===== config.mk =====
export PLATFORM = sky130hd
export DESIGN_NAME = alu_issue_sequencer_flat
export DESIGN_NICKNAME = d
export VERILOG_FILES = /design/src/rtl/alu_issue_sequencer_pkg.sv /design/src/rtl/alu_issue_sequencer_if.sv /design/src/rtl/alu_issue_sequencer_rr_arbiter2.sv /design/src/rtl/alu_issue_sequencer.sv /design/src/flat_wrapper.sv
export SDC_FILE = /design/constraint.sdc
export NUM_CORES = 1
export LEC_CHECK = 0
export ABC_AREA = 1
export CORE_AREA = 4 4 117 119
export DETAILED_ROUTE_END_ITERATION = 6
export DIE_AREA = 0 0 121 123
export DONT_BUFFER_PORTS = 1
export HOLD_SLACK_MARGIN = 0.06
export PLACE_DENSITY = 0.71
export SYNTH_ARGS = -nofsm -noshare
export SYNTH_HDL_FRONTEND = slang
export SYNTH_HIERARCHICAL = 1
export SYNTH_SLANG_ARGS = --single-unit

===== constraint.sdc =====
create_clock -name clk -period 1.44 [get_ports clk]
set_input_delay 0.216 -clock clk [delete_from_list [all_inputs] [get_ports clk]]
set_output_delay 0.216 -clock clk [all_outputs]
set_load 0.005 [all_outputs]

===== src/rtl/alu_issue_sequencer_pkg.sv =====
// Shared opcode encodings, legality check and pipeline stage records for the
// ALU issue sequencer.
package alu_pkg;

    localparam int ALU_DATA_W = 32;
    localparam int ALU_ID_W   = 4;

    localparam logic [2:0] OP_NOP = 3'b000;
    localparam logic [2:0] OP_ADD = 3'b001;
    localparam logic [2:0] OP_SUB = 3'b010;
    localparam logic [2:0] OP_AND = 3'b011;
    localparam logic [2:0] OP_OR  = 3'b100;
    localparam logic [2:0] OP_BEQ = 3'b110;

    function automatic logic is_legal_op(input logic [2:0] op);
        case (op)
            OP_ADD, OP_SUB, OP_AND, OP_OR, OP_BEQ: is_legal_op = 1'b1;
            default:                               is_legal_op = 1'b0;
        endcase
    endfunction

    // Control part of a stage record; it travels through all three stages.
    typedef struct packed {
        logic                valid;
        logic                port;
        logic [ALU_ID_W-1:0] id;
        logic [2:0]          op;
        logic                err;
    } tag_t;

    // Operands are dropped once the ALU has consumed them.
    typedef struct packed {
        tag_t                  tag;
        logic [ALU_DATA_W-1:0] a;
        logic [ALU_DATA_W-1:0] b;
    } s1_t;

    typedef struct packed {
        tag_t                  tag;
        logic [ALU_DATA_W-1:0] b;
    } s2_t;

endpackage


===== src/rtl/alu_issue_sequencer_if.sv =====
// Request, response and ALU-side signals of the issue sequencer; master is the
// requester/ALU side, slave is the sequencer.
interface alu_issue_sequencer_if #(
    parameter int DATA_W = 32,
    parameter int ID_W   = 4,
    parameter int CNT_W  = 16
);
    logic              req0_valid, req0_ready;
    logic [2:0]        req0_op;
    logic [DATA_W-1:0] req0_a, req0_b;
    logic [ID_W-1:0]   req0_id;
    logic              req1_valid, req1_ready;
    logic [2:0]        req1_op;
    logic [DATA_W-1:0] req1_a, req1_b;
    logic [ID_W-1:0]   req1_id;
    logic              flush;
    logic              rsp_valid, rsp_port, rsp_eq, rsp_err;
    logic [ID_W-1:0]   rsp_id;
    logic [DATA_W-1:0] rsp_result;
    logic [DATA_W-1:0] alu_inp_1, alu_inp_2, alu_result;
    logic [2:0]        alu_op;
    logic              alu_zero;
    logic [CNT_W-1:0]  issue_cnt;

    modport master (
        output req0_valid, req0_op, req0_a, req0_b, req0_id,
        output req1_valid, req1_op, req1_a, req1_b, req1_id,
        output flush, alu_result, alu_zero,
        input  req0_ready, req1_ready,
        input  rsp_valid, rsp_port, rsp_id, rsp_result, rsp_eq, rsp_err,
        input  alu_inp_1, alu_inp_2, alu_op, issue_cnt
    );

    modport slave (
        input  req0_valid, req0_op, req0_a, req0_b, req0_id,
        input  req1_valid, req1_op, req1_a, req1_b, req1_id,
        input  flush, alu_result, alu_zero,
        output req0_ready, req1_ready,
        output rsp_valid, rsp_port, rsp_id, rsp_result, rsp_eq, rsp_err,
        output alu_inp_1, alu_inp_2, alu_op, issue_cnt
    );
endinterface


===== src/rtl/alu_issue_sequencer_rr_arbiter2.sv =====
// Two-port round-robin grant; the pointer names the port that wins a tie and
// moves to the loser after every grant.
module rr_arbiter2 (
    input  logic clk,
    input  logic rst_n,
    input  logic i_req0,
    input  logic i_req1,
    input  logic i_block,
    output logic o_gnt0,
    output logic o_gnt1,
    output logic o_accept,
    output logic o_winner
);
    logic r_ptr;
    logic w_pick1;

    assign w_pick1  = i_req1 & (~i_req0 | r_ptr);
    assign o_gnt0   = i_req0 & ~w_pick1 & ~i_block;
    assign o_gnt1   = w_pick1 & ~i_block;
    assign o_accept = o_gnt0 | o_gnt1;
    assign o_winner = w_pick1;

    always_ff @(posedge clk or negedge rst_n) begin
        if (!rst_n) begin
            r_ptr <= 1'b0;
        end else if (o_accept) begin
            r_ptr <= ~w_pick1;
        end
    end
endmodule


===== src/rtl/alu_issue_sequencer.sv =====
// Shares one pipelined ALU between the EX stage (port 0) and the branch unit
// (port 1), skewing operands to the ALU timing and tagging fixed-latency results.
module alu_issue_sequencer
    import alu_pkg::*;
#(
    parameter int DATA_W = ALU_DATA_W,
    parameter int ID_W   = ALU_ID_W,
    parameter int CNT_W  = 16
) (
    input logic clk,
    input logic rst_n,
    alu_issue_sequencer_if.slave bus
);
    logic             w_accept, w_winner, w_gnt0, w_gnt1;
    s1_t              w_new, r_s1;
    s2_t              r_s2;
    tag_t             r_s3;
    logic             w_s2_issue, w_s3_ok, w_s3_beq;
    logic [CNT_W-1:0] r_issue_cnt;
    logic [ID_W-1:0]  w_req_id;

    rr_arbiter2 u_arb (
        .clk      (clk),
        .rst_n    (rst_n),
        .i_req0   (bus.req0_valid),
        .i_req1   (bus.req1_valid),
        .i_block  (bus.flush),
        .o_gnt0   (w_gnt0),
        .o_gnt1   (w_gnt1),
        .o_accept (w_accept),
        .o_winner (w_winner)
    );

    assign bus.req0_ready = w_gnt0;
    assign bus.req1_ready = w_gnt1;
    assign w_req_id       = w_winner ? bus.req1_id : bus.req0_id;

    always_comb begin
        w_new           = '0;
        w_new.tag.valid = w_accept;
        w_new.tag.port  = w_winner;
        w_new.tag.id    = w_req_id;
        w_new.tag.op    = w_winner ? bus.req1_op : bus.req0_op;
        w_new.a         = w_winner ? bus.req1_a  : bus.req0_a;
        w_new.b         = w_winner ? bus.req1_b  : bus.req0_b;
        w_new.tag.err   = ~is_legal_op(w_new.tag.op);
    end

    // NOTE: the payload is reset along with valid so every ALU-facing and
    // response output is a clean 0 the moment rst_n falls, not just after a clock.
    always_ff @(posedge clk or negedge rst_n) begin
        if (!rst_n) begin
            r_s1        <= '0;
            r_s2        <= '0;
            r_s3        <= '0;
            r_issue_cnt <= '0;
        end else begin
            r_s1           <= w_new;
            r_s2.tag       <= r_s1.tag;
            r_s2.tag.valid <= r_s1.tag.valid & ~bus.flush;
            r_s2.b         <= r_s1.b;
            r_s3           <= r_s2.tag;
            r_s3.valid     <= r_s2.tag.valid & ~bus.flush;
            if (w_accept) begin
                r_issue_cnt <= r_issue_cnt + CNT_W'(1);
            end
        end
    end

    assign bus.issue_cnt = r_issue_cnt;

    // Illegal ops ride the pipeline for their error response but never reach the ALU.
    assign w_s2_issue    = r_s2.tag.valid & ~r_s2.tag.err;
    assign bus.alu_inp_1 = r_s1.tag.valid ? r_s1.a : '0;
    assign bus.alu_inp_2 = w_s2_issue ? r_s2.b : '0;
    assign bus.alu_op    = w_s2_issue ? r_s2.tag.op : OP_NOP;

    // The ALU leaves its result stale on beq, so only the zero flag is used there.
    assign w_s3_ok        = r_s3.valid & ~r_s3.err;
    assign w_s3_beq       = w_s3_ok & (r_s3.op == OP_BEQ);
    assign bus.rsp_valid  = r_s3.valid;
    assign bus.rsp_port   = r_s3.valid & r_s3.port;
    assign bus.rsp_id     = r_s3.valid ? r_s3.id : '0;
    assign bus.rsp_result = (w_s3_ok & ~w_s3_beq) ? bus.alu_result : '0;
    assign bus.rsp_eq     = w_s3_beq & ~bus.alu_zero;
    assign bus.rsp_err    = r_s3.valid & r_s3.err;
endmodule


===== src/flat_wrapper.sv =====
// flat-port wrapper written by rule: the top's interface ports become plain ports
module alu_issue_sequencer_flat import alu_pkg::*;
#(
    parameter int DATA_W = ALU_DATA_W,
    parameter int ID_W   = ALU_ID_W,
    parameter int CNT_W  = 16
)
  (clk, rst_n, bus_req0_valid, bus_req0_op, bus_req0_a, bus_req0_b, bus_req0_id, bus_req1_valid, bus_req1_op, bus_req1_a, bus_req1_b, bus_req1_id, bus_flush, bus_alu_result, bus_alu_zero, bus_req0_ready, bus_req1_ready, bus_rsp_valid, bus_rsp_port, bus_rsp_id, bus_rsp_result, bus_rsp_eq, bus_rsp_err, bus_alu_inp_1, bus_alu_inp_2, bus_alu_op, bus_issue_cnt);
  alu_issue_sequencer_if #(.DATA_W(DATA_W), .ID_W(ID_W), .CNT_W(CNT_W)) bus_i ();
  input logic clk;
  input logic rst_n;
  input wire logic [$bits(bus_i.req0_valid)-1:0] bus_req0_valid;
  input wire logic [$bits(bus_i.req0_op)-1:0] bus_req0_op;
  input wire logic [$bits(bus_i.req0_a)-1:0] bus_req0_a;
  input wire logic [$bits(bus_i.req0_b)-1:0] bus_req0_b;
  input wire logic [$bits(bus_i.req0_id)-1:0] bus_req0_id;
  input wire logic [$bits(bus_i.req1_valid)-1:0] bus_req1_valid;
  input wire logic [$bits(bus_i.req1_op)-1:0] bus_req1_op;
  input wire logic [$bits(bus_i.req1_a)-1:0] bus_req1_a;
  input wire logic [$bits(bus_i.req1_b)-1:0] bus_req1_b;
  input wire logic [$bits(bus_i.req1_id)-1:0] bus_req1_id;
  input wire logic [$bits(bus_i.flush)-1:0] bus_flush;
  input wire logic [$bits(bus_i.alu_result)-1:0] bus_alu_result;
  input wire logic [$bits(bus_i.alu_zero)-1:0] bus_alu_zero;
  output wire logic [$bits(bus_i.req0_ready)-1:0] bus_req0_ready;
  output wire logic [$bits(bus_i.req1_ready)-1:0] bus_req1_ready;
  output wire logic [$bits(bus_i.rsp_valid)-1:0] bus_rsp_valid;
  output wire logic [$bits(bus_i.rsp_port)-1:0] bus_rsp_port;
  output wire logic [$bits(bus_i.rsp_id)-1:0] bus_rsp_id;
  output wire logic [$bits(bus_i.rsp_result)-1:0] bus_rsp_result;
  output wire logic [$bits(bus_i.rsp_eq)-1:0] bus_rsp_eq;
  output wire logic [$bits(bus_i.rsp_err)-1:0] bus_rsp_err;
  output wire logic [$bits(bus_i.alu_inp_1)-1:0] bus_alu_inp_1;
  output wire logic [$bits(bus_i.alu_inp_2)-1:0] bus_alu_inp_2;
  output wire logic [$bits(bus_i.alu_op)-1:0] bus_alu_op;
  output wire logic [$bits(bus_i.issue_cnt)-1:0] bus_issue_cnt;
  assign bus_i.req0_valid = bus_req0_valid;
  assign bus_i.req0_op = bus_req0_op;
  assign bus_i.req0_a = bus_req0_a;
  assign bus_i.req0_b = bus_req0_b;
  assign bus_i.req0_id = bus_req0_id;
  assign bus_i.req1_valid = bus_req1_valid;
  assign bus_i.req1_op = bus_req1_op;
  assign bus_i.req1_a = bus_req1_a;
  assign bus_i.req1_b = bus_req1_b;
  assign bus_i.req1_id = bus_req1_id;
  assign bus_i.flush = bus_flush;
  assign bus_i.alu_result = bus_alu_result;
  assign bus_i.alu_zero = bus_alu_zero;
  assign bus_req0_ready = bus_i.req0_ready;
  assign bus_req1_ready = bus_i.req1_ready;
  assign bus_rsp_valid = bus_i.rsp_valid;
  assign bus_rsp_port = bus_i.rsp_port;
  assign bus_rsp_id = bus_i.rsp_id;
  assign bus_rsp_result = bus_i.rsp_result;
  assign bus_rsp_eq = bus_i.rsp_eq;
  assign bus_rsp_err = bus_i.rsp_err;
  assign bus_alu_inp_1 = bus_i.alu_inp_1;
  assign bus_alu_inp_2 = bus_i.alu_inp_2;
  assign bus_alu_op = bus_i.alu_op;
  assign bus_issue_cnt = bus_i.issue_cnt;
  alu_issue_sequencer #(.DATA_W(DATA_W), .ID_W(ID_W), .CNT_W(CNT_W)) u_core (.clk(clk), .rst_n(rst_n), .bus(bus_i));
endmodule

==> results.ini <==
[sta]
max-slew-margin-rel_pct = 78.58
fin_crit_sh_pct = 117.1
transition_time_at_the_pin_with_the_least_slew_margin_ns = 0.3213
max_freq_mhz = 592.9
rsz0062_at_grt = yes
final_max_slew_viol_count = 0
fin_ws_ns = -0.2467
fin_worst_hold_slack_ns = -0.4991
finalClockSkew_ns = 0.01386
setup-violations-final = 89
setup_tns_ns = -13.99
final-hold-violation-count = 143
min_period_ns = 1.687

[synthesis]
synth_warnings = 6
dominantRegCellSynth = sky130_fd_sc_hd__dfrtp_1
asyncSetResetFlopFracSynth_pct = 100.0
synth_commonest_cells = sky130_fd_sc_hd__dfrtp_1 (143), sky130_fd_sc_hd__inv_1 (134), sky130_fd_sc_hd__nor2_1 (83), sky130_fd_sc_hd__nand2_1 (78), sky130_fd_sc_hd__mux2_2 (69)
syn-instance-count = 569
post-synth-top-count-cell = sky130_fd_sc_hd__dfrtp_1
ys_top_cells_by_area = sky130_fd_sc_hd__dfrtp_1 (61%), sky130_fd_sc_hd__mux2_2 (13%), sky130_fd_sc_hd__inv_1 (8.5%)
ys_ff_latch = 143
synthDominantAreaCellType = sky130_fd_sc_hd__dfrtp_1
synth.avg_cell_area_um2 = 10.37
syn-cell-area_um2 = 5901
yosysUniqueCellTypes = 27
area_share_of_the_largest_cell_type_after_synthesis_pct = 60.64
synth-edff-count = 0
ys_seq_area_share_pct = 60.64
syn_nets = 750

[drt]
drt_wl_cell_um = 20.32
final_ant_viol_nets = 0
detail_route.first_pass.iterations = 7
m1WireLength_um = 6514
drcViolationCount = 0
dr.max_layer_used = met4
wl_met3_um = 1396
first_iter_violations = 266
via_count = 4577
finalWirelength_um = 19180
met2_wirelength_um = 10720
route.detailed.vias_per_inst = 4.849

[floorplanning]
floorplan.core_area_um2 = 12570
die_h_um = 123
placement_rows = 41
initial_core_util_pct = 46.95
design.die.area_um2 = 14880
pin_count = 305
die_w_um = 121

[critical_path]
worstPathRequired_ns = 1.22
regToRegEndpoint = u_core/r_s1[19]
arrival_time_of_the_worst_setup_path_ns = 1.47
cp-start-kind = register
critPathKind = register to output port
regToRegSetupSlack_ns = 0.05
path_max_fanout = 6
worstReg2RegStart = u_core/u_arb/r_ptr
largest_stage_delay_on_the_critical_path_ns = 0.41
end_kind = output port
worst_setup_path_startpoint = u_core/r_s2[32]
path_cells = or2_4 -> clkbuf_16 -> nor2_4
cp-endpoint = bus_alu_inp_2[24]
ff2ff_path_depth = 7
timing.critical_path.slowest_stage_cell = sky130_fd_sc_hd__dfrtp_1

[clocking]
h-tree-depth = 4
cts.clk_slew.worst_paths_ns = 0.06
cts_root_buffer = sky130_fd_sc_hd__clkbuf_16
cts.hold.buffers_added = 143
cts-root-to-sink-buffers = 2
worst_skew_pair.late_latency_ns = 0.42
numClockSinks = 143
cts_inserted_buffers = 17
cts_tree = done

[power_and_ir_drop]
irDropWorstVdd_uv = 818.8
p_per_area_nw_per_um2 = 1201
cellLeakagePower_nw = 4.461

[cells_and_area]
final_layout_size_suffix_gt1_share_pct = 35.11
postLayoutCellArea_um2 = 9169
finish.utilization_pct = 72.95
syn_to_final_growth_pct = 55.39
nNetsFinal = 937
fill_cells = 783

[worst_hold_path]
hold_path.class = primary input to async pin

[global_route]
first_pass_grt_wire_length_um = 26480
number_of_global_route_vias_before_repair = 5131
gr-usage-all-layers_pct = 23.83
globalRoute.totalOverflow = 0
maximum_number_of_pins_on_one_net_before_global_route_repair = 144
antenna_found_initial = 3

[placed_design]
port_buffers = 0
place.gp.congestion = 0.8612
placed_cell_area_um2 = 6220
dpl.hpwl_um = 10540

[outcome]
run_status = finished, violations left
violations = negative hold slack, negative setup slack

[job]
max-cap-violations = 0

[what timing repair did]
action                                  4_1_cts  5_1_grt
gates resized for setup                     102       95
buffers inserted                              4        6
endpoints found under the hold margin       218      143
pin swaps                                     3        8
endpoints found under the setup margin       70       97
gates cloned                                  3        6
[kinds of logic after synthesis]
group / count (synthesis) / share of synthesized area [%]
simple gates: 187 / 13.25
buf+inv: 156 / 11.05
flops: 143 / 60.64
mux: 69 / 13.17
xor+xnor: 9 / 1.336
compound gates: 4 / 0.3391
fa+ha+maj: 1 / 0.2120
[stage by stage]
step           std cells  setup slack (ns)  hold WS, ns  total power, mW
3_5_place_dp         747          0.002621     -0.07663            5.725
6_report             944           -0.2467      -0.4991            11.01
3_3_place_gp         747           0.04618     -0.07655            5.663
4_1_cts              929           -0.2400      -0.5263            10.81
2_1_floorplan        569           0.07045     -0.07959            5.371
5_1_grt              944           -0.3021      -0.5302            11.44
[power breakdown]
part,switching (mW),total [mW],internal (mW),leakage [nW]
Sequential,0.241,4.67,4.43,1.68
Combinational,0.846,1.75,0.907,2.48
Clock,1.69,4.59,2.90,0.300
[sequential cells by signal, indices dropped and copies added (netlist names)]
register	flops
u_core/bus.issue_cnt	16
u_core/r_s1	74
u_core/r_s3	9
u_core/r_s2	42
u_core/u_arb/r_ptr	1
u_core/bus.rsp_valid	1
[layout by cell type (no fill, tap or decap), drive strengths merged]
cell          instances
xor2                  5
nand4                 5
nor4                  1
dlymetal6s4s          1
or2                   2
clkinv                7
diode                 3
clkinvlp              2
dfrtp               143
clkbuf               23
nor2                 87
nand2                79
bufbuf                2
xnor2                 4
bufinv                4
nand3                10
buf                  37
o21ai                 4
nand3b                2
mux2                 69
ha                    1
inv                 137
dlygate4sd3         142
nor3                  2
[cell type report]
type                    count  area [um^2]  share of cell area, %
flip-flops and latches    143         3581                  39.06
multi-input cells         271         2177                  23.74
repair buffers            187         2043                  22.28
inverters                 136        525.5                  5.731
clock buffers              18        429.2                  4.681
well taps                 172        215.2                  2.347
clock inverters            14        190.2                  2.074
diodes                      3        7.507                0.08188
[how the worst min path moves through the flow]
stage	startpoint	end	cells after the start
finish	rst_n	u_core/bus.issue_cnt[11]	0
global placement	rst_n	u_core/bus.issue_cnt[15]	0
detailed placement	rst_n	u_core/bus.issue_cnt[11]	0
floorplan	rst_n	u_core/bus.issue_cnt[0]	0
global route	rst_n	u_core/bus.issue_cnt[11]	0
CTS	rst_n	u_core/bus.issue_cnt[11]	0
[per-layer routing]
| layer | track usage [%] | vias up |
|---|---|---|
| met5 | 0 | - |
| met4 | 12.11 | 0 |
| met3 | 7.777 | 40 |
| met2 | 46.34 | 251 |
| met1 | 21.91 | 2221 |
| li1 | - | 2065 |
[critical path, delay by kind of cell (launching register included)]
kind | cells | cell delay, ns
DFF | 1 | 0.41
buffers and inverters | 1 | 0.20
and+or+nand+nor | 2 | 0.45
Note: power is estimated with default switching activity, not from simulation.
